--- config.mk ---
export PLATFORM = sky130hd
export DESIGN_NAME = ram_port_arbiter_flat
export DESIGN_NICKNAME = d
export VERILOG_FILES = /design/src/rtl/ram_port_arbiter_if.sv /design/src/rtl/ram_port_arbiter.sv /design/src/flat_wrapper.sv
export SDC_FILE = /design/constraint.sdc
export NUM_CORES = 1
export LEC_CHECK = 0
export CORE_MARGIN = 2
export CORE_UTILIZATION = 35
export DETAILED_ROUTE_END_ITERATION = 16
export PLACE_DENSITY = 0.86
export SLEW_MARGIN = 20
export SYNTH_ARGS = -nofsm -noshare
export SYNTH_HDL_FRONTEND = slang
export SYNTH_SLANG_ARGS = --single-unit
--- constraint.sdc ---
create_clock -name clk -period 6.05 [get_ports clk]
set_input_delay 0.605 -clock clk [delete_from_list [all_inputs] [get_ports clk]]
set_output_delay 0.605 -clock clk [all_outputs]
set_load 0.05 [all_outputs]
--- src/rtl/ram_port_arbiter_if.sv ---
// Bundles the DMA, CNN and RAM-side signals of the shared image/filter RAM port.
// The arbiter connects through the slave modport; the requesters and RAM use master.
interface ram_port_arbiter_if #(
  parameter int ADDR_W = 16,
  parameter int DATA_W = 4
);
  logic              dma_req;
  logic              dma_last;
  logic [ADDR_W-1:0] dma_addr;
  logic [DATA_W-1:0] dma_wdata;
  logic              dma_gnt;
  logic              cnn_req;
  logic              cnn_last;
  logic [ADDR_W-1:0] cnn_addr;
  logic              cnn_gnt;
  logic              cnn_rvalid;
  logic [DATA_W-1:0] cnn_rdata;
  logic [DATA_W-1:0] ram_rdata;
  logic              ram_enable;
  logic              ram_write;
  logic [ADDR_W-1:0] ram_address;
  logic [DATA_W-1:0] ram_wdata;

  modport slave (
    input  dma_req, dma_last, dma_addr, dma_wdata,
    input  cnn_req, cnn_last, cnn_addr, ram_rdata,
    output dma_gnt, cnn_gnt, cnn_rvalid, cnn_rdata,
    output ram_enable, ram_write, ram_address, ram_wdata
  );

  modport master (
    output dma_req, dma_last, dma_addr, dma_wdata,
    output cnn_req, cnn_last, cnn_addr, ram_rdata,
    input  dma_gnt, cnn_gnt, cnn_rvalid, cnn_rdata,
    input  ram_enable, ram_write, ram_address, ram_wdata
  );
endinterface

--- src/rtl/ram_port_arbiter.sv ---
// Round-robin burst arbiter sharing one single-port RAM between DMA writes and CNN reads.
// Bursts end on last, on the beat cap, or when the owner drops req; handover costs no idle cycle.
module ram_port_arbiter #(
  parameter int ADDR_W    = 16,
  parameter int DATA_W    = 4,
  parameter int MAX_BURST = 4
) (
  input  logic                  clk,
  input  logic                  rst,
  ram_port_arbiter_if.slave     bus
);

  localparam int CNT_W = $clog2(MAX_BURST) + 1;
  localparam logic [CNT_W-1:0] CNT_CAP = CNT_W'(MAX_BURST - 1);

  typedef enum logic [1:0] {
    IDLE    = 2'd0,
    DMA_OWN = 2'd1,
    CNN_OWN = 2'd2
  } state_t;

  state_t            state_r;
  state_t            next_s;
  logic [CNT_W-1:0]  beat_cnt_r;
  logic              last_dma_r;   // 1: DMA held the most recent grant
  logic              cnn_rvalid_r;

  logic              owner_req_s;
  logic              owner_last_s;
  logic              beat_s;
  logic              burst_end_s;
  logic              grant_s;
  logic              ram_write_s;
  logic [ADDR_W-1:0] ram_address_s;
  logic [DATA_W-1:0] ram_wdata_s;

  // Owner request/last selection and burst-termination decode
  always_comb begin
    owner_req_s  = 1'b0;
    owner_last_s = 1'b0;
    case (state_r)
      DMA_OWN: begin
        owner_req_s  = bus.dma_req;
        owner_last_s = bus.dma_last;
      end
      CNN_OWN: begin
        owner_req_s  = bus.cnn_req;
        owner_last_s = bus.cnn_last;
      end
      default: begin
        owner_req_s  = 1'b0;
        owner_last_s = 1'b0;
      end
    endcase
    beat_s      = owner_req_s;
    burst_end_s = (state_r != IDLE) &&
                  (!owner_req_s || owner_last_s || (beat_cnt_r == CNT_CAP));
  end

  // Next-state logic: round-robin from IDLE, direct handover at burst end
  always_comb begin
    next_s = state_r;
    case (state_r)
      IDLE: begin
        if (bus.dma_req && bus.cnn_req) begin
          next_s = last_dma_r ? CNN_OWN : DMA_OWN;
        end else if (bus.dma_req) begin
          next_s = DMA_OWN;
        end else if (bus.cnn_req) begin
          next_s = CNN_OWN;
        end else begin
          next_s = IDLE;
        end
      end
      DMA_OWN: begin
        if (burst_end_s) begin
          next_s = bus.cnn_req ? CNN_OWN : IDLE;
        end else begin
          next_s = DMA_OWN;
        end
      end
      CNN_OWN: begin
        if (burst_end_s) begin
          next_s = bus.dma_req ? DMA_OWN : IDLE;
        end else begin
          next_s = CNN_OWN;
        end
      end
      default: next_s = IDLE;
    endcase
    grant_s = (next_s != state_r) && (next_s != IDLE);
  end

  // State register
  always_ff @(posedge clk or negedge rst) begin
    if (!rst) begin
      state_r <= IDLE;
    end else begin
      state_r <= next_s;
    end
  end

  // Beat counter, round-robin memory and read-return strobe
  always_ff @(posedge clk or negedge rst) begin
    if (!rst) begin
      beat_cnt_r   <= '0;
      last_dma_r   <= 1'b0;
      cnn_rvalid_r <= 1'b0;
    end else begin
      cnn_rvalid_r <= beat_s && (state_r == CNN_OWN);
      if (grant_s) begin
        beat_cnt_r <= '0;
        last_dma_r <= (next_s == DMA_OWN);
      end else if (beat_s) begin
        beat_cnt_r <= beat_cnt_r + 1'b1;
      end else begin
        beat_cnt_r <= beat_cnt_r;
      end
    end
  end

  // RAM port multiplexing from the current owner
  always_comb begin
    ram_write_s   = 1'b0;
    ram_address_s = '0;
    ram_wdata_s   = '0;
    case (state_r)
      DMA_OWN: begin
        ram_write_s   = beat_s;
        ram_address_s = bus.dma_addr;
        ram_wdata_s   = bus.dma_wdata;
      end
      CNN_OWN: begin
        ram_write_s   = 1'b0;
        ram_address_s = bus.cnn_addr;
        ram_wdata_s   = '0;
      end
      default: begin
        ram_write_s   = 1'b0;
        ram_address_s = '0;
        ram_wdata_s   = '0;
      end
    endcase
  end

  assign bus.dma_gnt     = (state_r == DMA_OWN);
  assign bus.cnn_gnt     = (state_r == CNN_OWN);
  assign bus.ram_enable  = beat_s;
  assign bus.ram_write   = ram_write_s;
  assign bus.ram_address = ram_address_s;
  assign bus.ram_wdata   = ram_wdata_s;
  assign bus.cnn_rvalid  = cnn_rvalid_r;
  assign bus.cnn_rdata   = bus.ram_rdata;

endmodule

--- src/flat_wrapper.sv ---
// flat-port wrapper written by rule: the top's interface ports become plain ports
module ram_port_arbiter_flat 
#(
  parameter int ADDR_W    = 16,
  parameter int DATA_W    = 4,
  parameter int MAX_BURST = 4
)
  (clk, rst, bus_dma_req, bus_dma_last, bus_dma_addr, bus_dma_wdata, bus_cnn_req, bus_cnn_last, bus_cnn_addr, bus_ram_rdata, bus_dma_gnt, bus_cnn_gnt, bus_cnn_rvalid, bus_cnn_rdata, bus_ram_enable, bus_ram_write, bus_ram_address, bus_ram_wdata);
  ram_port_arbiter_if #(.ADDR_W(ADDR_W), .DATA_W(DATA_W)) bus_i ();
  input  logic clk;
  input  logic rst;
  input wire logic [$bits(bus_i.dma_req)-1:0] bus_dma_req;
  input wire logic [$bits(bus_i.dma_last)-1:0] bus_dma_last;
  input wire logic [$bits(bus_i.dma_addr)-1:0] bus_dma_addr;
  input wire logic [$bits(bus_i.dma_wdata)-1:0] bus_dma_wdata;
  input wire logic [$bits(bus_i.cnn_req)-1:0] bus_cnn_req;
  input wire logic [$bits(bus_i.cnn_last)-1:0] bus_cnn_last;
  input wire logic [$bits(bus_i.cnn_addr)-1:0] bus_cnn_addr;
  input wire logic [$bits(bus_i.ram_rdata)-1:0] bus_ram_rdata;
  output wire logic [$bits(bus_i.dma_gnt)-1:0] bus_dma_gnt;
  output wire logic [$bits(bus_i.cnn_gnt)-1:0] bus_cnn_gnt;
  output wire logic [$bits(bus_i.cnn_rvalid)-1:0] bus_cnn_rvalid;
  output wire logic [$bits(bus_i.cnn_rdata)-1:0] bus_cnn_rdata;
  output wire logic [$bits(bus_i.ram_enable)-1:0] bus_ram_enable;
  output wire logic [$bits(bus_i.ram_write)-1:0] bus_ram_write;
  output wire logic [$bits(bus_i.ram_address)-1:0] bus_ram_address;
  output wire logic [$bits(bus_i.ram_wdata)-1:0] bus_ram_wdata;
  assign bus_i.dma_req = bus_dma_req;
  assign bus_i.dma_last = bus_dma_last;
  assign bus_i.dma_addr = bus_dma_addr;
  assign bus_i.dma_wdata = bus_dma_wdata;
  assign bus_i.cnn_req = bus_cnn_req;
  assign bus_i.cnn_last = bus_cnn_last;
  assign bus_i.cnn_addr = bus_cnn_addr;
  assign bus_i.ram_rdata = bus_ram_rdata;
  assign bus_dma_gnt = bus_i.dma_gnt;
  assign bus_cnn_gnt = bus_i.cnn_gnt;
  assign bus_cnn_rvalid = bus_i.cnn_rvalid;
  assign bus_cnn_rdata = bus_i.cnn_rdata;
  assign bus_ram_enable = bus_i.ram_enable;
  assign bus_ram_write = bus_i.ram_write;
  assign bus_ram_address = bus_i.ram_address;
  assign bus_ram_wdata = bus_i.ram_wdata;
  ram_port_arbiter #(.ADDR_W(ADDR_W), .DATA_W(DATA_W), .MAX_BURST(MAX_BURST)) u_core (.clk(clk), .rst(rst), .bus(bus_i));
endmodule
## After elaboration in Yosys (flattened, before gate mapping)

Index checks and enable logic that the tools add are counted.
Widths: inputs -> output; s select.

| word-level totals | value |
|---|---|
| word-level logic and storage cells | 36 |
| register bits | 7 |
| memories kept | 0 |
| input bits | 46 |
| bits in writable memories | 0 |
| ROM bits | 0 |
| latch bits | 0 |
| output and inout port bits | 29 |

| operators by class | value |
|---|---|
| bitwise operators | 0 |
| shifts and indexed selects | 0 |
| multiply operators | 0 |
| $lt $le $gt $ge | 0 |
| divide/modulo/power cells | 0 |
| equality and inequality tests | 5 |
| reduce and logical (&&, ||, !) cells | 11 |
| add/subtract/negate cells | 1 |
| mux-type cells | 15 |

Operator list:

| kind | number |
|---|---|
| $pmux 16 s2 | 1 |
| $mux 2 | 6 |
| $mux 3 | 2 |
| $pmux 2 s3 | 1 |
| $reduce_bool 2->1 | 3 |
| $eq 2x1->1 const B | 2 |
| $logic_and 1x1->1 | 4 |
| $mux 4 | 1 |
| $pmux 1 s2 | 2 |
| $add 3x1->3 const B | 1 |
| $eq 3x2->1 const B | 1 |
| $eq 2x2->1 const B | 1 |
| $logic_not 2->1 | 1 |
| $logic_or 1x1->1 | 2 |
| $mux 1 | 2 |
| $ne 2x2->1 | 1 |
| $logic_not 1->1 | 1 |

## Depth between registers and ports, before layout

Gate-level depths: netlist of the first run.

| logic depth | value |
|---|---|
| depth after elaboration | 11 |
| depth in mapped cells | 9 |
| gate-level depth less buffers | 8 |

## Worst setup path before layout of the first run

OpenSTA, ideal clock, no wires.

| timing path | value |
|---|---|
| kind | register to output |
| start point | register u_core.state_r[0] |
| end point | output bus_ram_address[11] |
| path slack | 2.821 ns |
| data required time | 5.445 ns |
| cell stages (with the launch flop) | 8 |
| buffers on the path | 3 |
| arrival | 2.624 ns |
| cells stage by stage | dfrtp_1 inv_1 ha_1 buf_6 clkbuf_1 clkbuf_1 a22oi_1 nor2b_1 |

| between the ends | value |
|---|---|
| longest elaborated chain between the ends | 2 |
| elaborated cells between the ends (all ways) | 3 |
| those cells by class | eq/ne: 2; mux: 1 |

Ends and longest elaborated chain:

| element | RTL line | text |
|---|---|---|
| start: declaration | ram_port_arbiter.sv:22 | `state_t state_r;` |
| start signal: assignment | ram_port_arbiter.sv:99 | `state_r <= next_s;` |
| $eq 2x2->1 | - |  |
| net bus_cnn_gnt | flat_wrapper.sv:21 | `output wire logic [$bits(bus_i.cnn_gnt)-1:0] bus_cnn_gnt;` |
| $pmux 16 s2 | ram_port_arbiter.sv:127 | `case (state_r)` |
| end: declaration | flat_wrapper.sv:26 | `output wire logic [$bits(bus_i.ram_address)-1:0] bus_ram_address;` |

The timed path passes the listed nets, and every way through them passes these cells.

## Worst setup path after layout of the first run

| timing path | value |
|---|---|
| start point | register u_core.state_r[0] |
| end point | output bus_ram_enable |

| between the ends | value |
|---|---|
| longest elaborated chain between the ends | 2 |
| elaborated cells between the ends (all ways) | 3 |
| those cells by class | eq/ne: 2; mux: 1 |

Ends and longest elaborated chain:

| element | RTL line | text |
|---|---|---|
| $eq 2x2->1 / $eq 2x1->1 (equally long branches) | ram_port_arbiter.sv:41 | `case (state_r)` |
| $pmux 1 s2 * | ram_port_arbiter.sv:41 |  |
| end: declaration | flat_wrapper.sv:24 | `output wire logic [$bits(bus_i.ram_enable)-1:0] bus_ram_enable;` |

Every way passes the cells marked *; elsewhere a longest branch is shown, timed or not.

==> metrics.txt, run 1 <==
Final Cycle Share 60.91%; Core ar. 0.002477 sq mm; post-synthesis xor/xnor area fraction 1.900%; number of nets with antenna violations after detailed routing 0; buffers from clock root to sink, at most 2; commonest cells after routing, fill and taps aside 66 x sky130_fd_sc_hd__clkdlybuf4s50_1, 16 x sky130_fd_sc_hd__a22oi_1, 16 x sky130_fd_sc_hd__nor2b_1; post-synthesis share of cell area spent on full adders, half adders and majority gates 8.141%; Post-CTS Hold Fix Bufs 0; Max Freq 0.2714 GHz; area of the mapped netlist 922.1 sq um; power per unit of standard cell area 509.9 mW/mm^2; setup repair after global routing missed its margin false; antenna fix cells 0; post-cts sizing count 0; Synth Instances 111; clock tree from TritonCTS yes; H-tree depth reported by CTS 1; endpoint class of the critical path output pin; count of filler cells inserted in the layout 213; input/output buffers 66; clock edge transition at the registers on the reported setup and hold paths 0.05 ns; sequential share of power 10.6%; share of cells above drive strength 1 7.186%; worst supply voltage drop on vdd 0.3939 mV; worst path setup slack after routing 2.365 ns; largest net degree at the start of global routing 29; commonest non-fill, non-tap cell in the layout sky130_fd_sc_hd__clkdlybuf4s50_1; post-synthesis simple-gate area fraction 24.83%; library cell used as clock root buffer sky130_fd_sc_hd__clkbuf_4; Net count, final 220; Worst Hold Slack 0.5530 ns; worst-path cell chain inv_1, ha_1, a22o_1, and2_1, clkdlybuf4s50_1; starting utilization of the core area 37.22%; worst-case setup slack after placement 2.642 ns; insertion delay to the later sink of the worst-skew pair 0.25 ns; Comb power frac 84.2%; required arrival time at the worst endpoint 5.44 ns; largest fanout on the critical path 26; total DRC errors in the routed layout 0; area overhead of the layout relative to synthesis 69.61%; first-iteration detailed-routing DRC count 36; area fraction in compound gates after synthesis 30.94%; result of the run finished, final reports clean; global-route usage over all layers 20.25%; crit-path leading delay family buffers and inverters; main combinational cell family by area after synthesis compound AO/OA/AOI/OAI gates; first drt pass iteration count 4; Horiz. Die Dim 55.33 um; Sw Ratio 55.08%; DR WL/cell 15.14 um; #FFs+latches synth 7; wire length after detailed routing 2983 um; count of cell types in the netlist 35; final setup violation count 0; P_sw 0.0004392 W; global placement routability congestion 0.7562; Worst path max stage delay 0.86 ns; Clk pwr share 5.1%; number of global-route vias before repair 1,008; synthesized area per cell 8.308 sq um; Syn. warnings 0; core utilization of the finished layout 63.13%; number of enable flip-flop cells after synthesis 0; P_leak 0.6129 nW; Setup TNS 0 ns; vias per std cell 5.168; area of the die 0.003061 sq mm; final slew viol count 0; proportion of register bits with asynchronous set or reset after synthesis 100.0%; Data arrival, critical path 3.08 ns; wire length of the first global-routing pass 5037 um; vias 1,018; number of max-cap violations 0; slowest CP cell sky130_fd_sc_hd__clkdlybuf4s50_1; Chip Height 55.33 um; Max-slew headroom 38.09%; Period minus WS final 3.685 ns; number of buffer and inverter stages on the critical path 2; estimated wirelength of the detail-placed design 2365 um; initial antenna violation count 0; top-level I/O count 75; clk_skew 0.0004156 ns; internal power contribution 0.0003582 W; Post-CTS Repair Setup Buffers 0; overflow left after global routing 0; Net Count, Synth 163; ys flop type sky130_fd_sc_hd__dfrtp_1; num rows 18; category of the worst setup path launch point flip-flop; Final Hold Vio Count 0; type of the tightest min-delay check reg2reg; post-synthesis sequential area ratio 19.00%; worst setup path category reg2out; clk sinks 7; multiplexer share of the synthesized area 3.799%; Tightest Pin Transition 0.9286 ns; cts bufs inserted 3
registers in the layout, indices dropped and copies added, names as in the netlist:
register               flops
u_core.beat_cnt_r          3
u_core.bus.cnn_rvalid      1
u_core.last_dma_r          1
u_core.state_r             2
per-stage QoR:
stage	instances	cell area, sq um	power [W]
floorplan	111	922.1	0.0005975
global placement	193	1538	0.0007403
detailed placement	193	1538	0.0007585
CTS	197	1564	0.0008040
global route	197	1564	0.0008527
finish	197	1564	0.0007974
cell type report:
cell class | instances | area [sq um] | share of cell area (%)
Sequential cell | 7 | 175.2 | 11.20
Multi-Input combinational cell | 84 | 641.9 | 41.04
Timing Repair Buffer | 66 | 660.6 | 42.24
Tap cell | 30 | 37.54 | 2.400
Inverter | 6 | 22.52 | 1.440
Clock buffer | 4 | 26.28 | 1.680
synthesized netlist by cell type (2+ instances only):
| cell type | instances | area, sq um |
|---|---|---|
| sky130_fd_sc_hd__a22oi_1 | 16 | 120.1 |
| sky130_fd_sc_hd__nor2b_1 | 16 | 100.1 |
| sky130_fd_sc_hd__clkbuf_1 | 8 | 30.03 |
| sky130_fd_sc_hd__dfrtp_1 | 7 | 175.2 |
| sky130_fd_sc_hd__ha_1 | 6 | 75.07 |
| sky130_fd_sc_hd__inv_1 | 6 | 22.52 |
| sky130_fd_sc_hd__nand2_1 | 6 | 22.52 |
| sky130_fd_sc_hd__and2_1 | 5 | 31.28 |
| sky130_fd_sc_hd__buf_4 | 4 | 30.03 |
| sky130_fd_sc_hd__nor2_1 | 4 | 15.01 |
| sky130_fd_sc_hd__a21oi_1 | 3 | 15.01 |
| sky130_fd_sc_hd__and3_1 | 3 | 18.77 |
| sky130_fd_sc_hd__a31oi_1 | 2 | 12.51 |
| sky130_fd_sc_hd__buf_6 | 2 | 22.52 |
| sky130_fd_sc_hd__mux2i_1 | 2 | 20.02 |
| sky130_fd_sc_hd__xnor2_1 | 2 | 17.52 |
metal layers:
metal	global-route usage [%]	up-vias	share of wire, %
li1	-	504	-
met1	23.56	479	37
met2	37.07	33	58
met3	3.747	2	4.6
met4	6.272	0	0.50
met5	0	-	0
power groups by stage:
stage / Combinational [W] / Clock (W) / Sequential (W)
final: 0.000672 / 0.0000409 / 0.0000849
after global routing: 0.000719 / 0.0000453 / 0.0000889
after CTS: 0.000676 / 0.0000431 / 0.0000848
after detailed placement: 0.000673 / 0 / 0.0000853
after global placement: 0.000657 / 0 / 0.0000831
after floorplan: 0.000514 / 0 / 0.0000834
worst min-delay path, stage by stage, from the launching register on:
cell and delay, ns:
sky130_fd_sc_hd__dfrtp_1 0.34, sky130_fd_sc_hd__mux2i_1 0.07, sky130_fd_sc_hd__nor2_1 0.09
worst paths after layout:
path | startpoint | endpoint | slack (ns) | cells after the start
max in group asynchronous | rst | u_core.state_r[0] | 5.22 | 1
min reg2reg | u_core.beat_cnt_r[1] | u_core.beat_cnt_r[1] | 0.55 | 2
min in group asynchronous | rst | u_core.bus.cnn_rvalid | 0.61 | 1
max | u_core.state_r[0] | bus_ram_enable | 2.36 | 5
min | u_core.beat_cnt_r[1] | u_core.beat_cnt_r[1] | 0.55 | 2
max reg2reg | u_core.state_r[0] | u_core.last_dma_r | 3.21 | 8
cell families (layout without fill, tap and decap cells):
logic type               Yosys count  in the layout
adder cells (fa/ha/maj)            6              6
buffers and inverters             20             76
multiplexers                       3              3
flip-flops                         7              7
AO/OA/AOI/OAI                     34             34
XOR/XNOR                           2              2
AND/OR/NAND/NOR                   39             39
No activity file was read; power rests on OpenSTA's default activity.
==> run 2, diff against run 1 <==
--- a/config.mk
+++ b/config.mk
@@ -6,9 +6,9 @@
 export NUM_CORES = 1
 export LEC_CHECK = 0
 export CORE_MARGIN = 2
-export CORE_UTILIZATION = 35
+export CORE_UTILIZATION = 29
 export DETAILED_ROUTE_END_ITERATION = 16
-export PLACE_DENSITY = 0.86
+export PLACE_DENSITY = 0.76
 export SLEW_MARGIN = 20
 export SYNTH_ARGS = -nofsm -noshare
 export SYNTH_HDL_FRONTEND = slang
==> constraint.sdc (replaced) <==
create_clock -name clk -period 3.38 [get_ports clk]
set_input_delay 0.338 -clock clk [delete_from_list [all_inputs] [get_ports clk]]
set_output_delay 0.338 -clock clk [all_outputs]
set_load 0.05 [all_outputs]
==> run 2 against run 1 <==
Total power increased by 80%. Die area grew 19%. First-iteration DRC count increased by 5.6%. Non-clock buffer count grew 2. Largest power group unchanged.
==> metrics.txt, run 2 (same netlist as run 1, synthesis figures left out) <==
number of max-cap violations 0 (unchanged); area post-placement 0.001570 sq mm (was 0.001538 sq mm); clock edge transition at the registers on the reported setup and hold paths 0.05 ns (about the same); worst setup path category reg2out (unchanged); number of nets with antenna violations after detailed routing 0 (unchanged); first-iteration detailed-routing DRC count 38 (was 36); endpoint class of the critical path output pin (unchanged); starting utilization of the core area 30.45% (was 37.22%); initial antenna violation count 0 (unchanged); register with the most flip-flops u_core.beat_cnt_r (unchanged); insertion delay to the later sink of the worst-skew pair 0.25 ns (about the same); setup repair after global routing missed its margin false (unchanged); global-route usage over all layers 15.89% (was 20.25%); Data arrival, critical path 2.66 ns (was 3.08 ns); largest fanout on the critical path 21 (was 26); estimated wirelength of the detail-placed design 2345 um (was 2365 um); vias 1,011 (was 1,018); number of flip-flops in the largest register 3 (unchanged); category of the worst setup path launch point flip-flop (unchanged); beginning of the critical path u_core.state_r[0] (unchanged); total DRC errors in the routed layout 0 (unchanged); DR WL/cell 13.79 um (was 15.14 um); Post-CTS Hold Fix Bufs 0 (unchanged); FF-to-FF path depth 9 (was 8); Tightest Pin Transition 0.5271 ns (was 0.9286 ns); area of the die 0.003647 sq mm (was 0.003061 sq mm); Horiz. Die Dim 60.39 um (was 55.33 um); vias per std cell 4.746 (was 5.168); count of filler cells inserted in the layout 281 (was 213); global placement routability congestion 0.8741 (was 0.7562); Net count, final 222 (was 220); final slew viol count 0 (unchanged); clock tree from TritonCTS yes (unchanged); cts bufs inserted 3 (unchanged); buffers from clock root to sink, at most 2 (unchanged); cell area after layout 0.001597 sq mm (was 0.001564 sq mm); num rows 20 (was 18); origin of the critical flop-to-flop path u_core.state_r[0] (unchanged); required arrival time at the worst endpoint 3.04 ns (was 5.44 ns); Max Freq 0.3341 GHz; number of global-route vias before repair 1,025 (was 1,008); library cell used as clock root buffer sky130_fd_sc_hd__clkbuf_4 (unchanged); wire length of the first global-routing pass 4422 um (was 5037 um); Final Hold Vio Count 0 (unchanged); wire length after detailed routing 2938 um (was 2983 um); area taken by multi-input logic gates 641.9 sq um (unchanged); commonest non-fill, non-tap cell in the layout sky130_fd_sc_hd__clkdlybuf4s50_1 (unchanged); register area 175.2 sq um (unchanged); Post-CTS Repair Setup Buffers 0 (unchanged); H-tree depth reported by CTS 1 (unchanged); power per unit of standard cell area 901.5 mW/mm^2 (was 509.9 mW/mm^2); commonest cells after routing, fill and taps aside 66 x sky130_fd_sc_hd__clkdlybuf4s50_1, 16 x sky130_fd_sc_hd__a22oi_1, 16 x sky130_fd_sc_hd__nor2b_1 (unchanged); first drt pass iteration count 4 (unchanged); worst supply voltage drop on vdd 0.4450 mV (was 0.3939 mV); input/output buffers 66 (unchanged); type of the tightest min-delay check in2async (was reg2reg); clk_skew 0.0001111 ns (was 0.0004156 ns); share of cells above drive strength 1 8.284% (was 7.186%); largest net degree at the start of global routing 28 (was 29); slowest CP cell sky130_fd_sc_hd__clkdlybuf4s50_1 (unchanged); Period minus WS final 2.993 ns; result of the run finished, final reports clean (unchanged); area overhead of the layout relative to synthesis 73.13% (was 69.61%); worst-path cell chain inv_1, ha_1, and2_1, clkdlybuf4s50_1 (was inv_1, ha_1, a22o_1, and2_1, clkdlybuf4s50_1); top-level I/O count 75 (unchanged); Setup TNS 0 ns (unchanged); largest registers u_core.beat_cnt_r (3), u_core.state_r (2) (unchanged); Worst path max stage delay 0.86 ns (about the same); Core ar. 0.003028 sq mm (was 0.002477 sq mm); Final Cycle Share 88.56%; Chip Height 60.39 um (was 55.33 um); final setup violation count 0 (unchanged); Max-slew headroom 64.75% (was 38.09%); overflow left after global routing 0 (unchanged); antenna fix cells 0 (unchanged); Worst Hold Slack 0.3315 ns (was 0.5530 ns); post-cts sizing count 0 (unchanged); P_leak 0.6233 nW (was 0.6129 nW); clk sinks 7 (unchanged)
-- run 2: cell type report --
| class | instances | share of cell area (%) |
|---|---|---|
| Timing Repair Buffer | 68 | 42.32 |
| Multi-Input combinational cell | 84 | 40.20 |
| Sequential cell | 7 | 10.97 |
| Clock buffer | 4 | 1.646 |
| Tap cell | 44 | 3.448 |
| Inverter | 6 | 1.411 |
-- run 2: worst max-delay path, delay by kind of cell (launching register included) --
family | cells | cell delay [ns]
and+or+nand+nor | 1 | 0.33
DFF | 1 | 0.48
buffers and inverters | 2 | 0.98
adders and majority gates | 1 | 0.62
-- run 2: worst paths after layout --
check / endpoint / slack (ns)
hold / removal: u_core.beat_cnt_r[2] / 0.33
max in group asynchronous: u_core.last_dma_r / 2.84
setup / recovery: bus_ram_enable / 0.39
min in group clk: u_core.beat_cnt_r[1] / 0.55
setup reg to reg: u_core.beat_cnt_r[1] / 0.91
hold reg to reg: u_core.beat_cnt_r[1] / 0.55
-- run 2: routing by layer --
layer  part of all wire, %  wire length [um]  GRT usage [%]
met1                    40              1161          16.17
met2                    54              1585          30.75
met3                   5.2               152          2.772
met4                   1.3                38          7.937
met5                     0                 0              0
-- run 2: stage by stage --
stage	util, %	power (W)	std cells	setup WS [ns]
2_1_floorplan	-	0.001070	111	0.4182
3_3_place_gp	51.86	0.001338	209	0.7301
3_5_place_dp	51.86	0.001374	209	0.6166
4_1_cts	52.73	0.001453	213	0.3359
5_1_grt	52.73	0.001534	213	0.1979
6_report	52.73	0.001439	213	0.3866
-- run 2: report_power, final --
part	internal, W	leakage, nW	switching (W)	total (W)
registers	0.000117	0.0921	0.0000348	0.000152
logic	0.000486	0.516	0.000727	0.00121
clock network	0.0000449	0.0150	0.0000285	0.0000734
total	0.000649	0.623	0.000791	0.00144
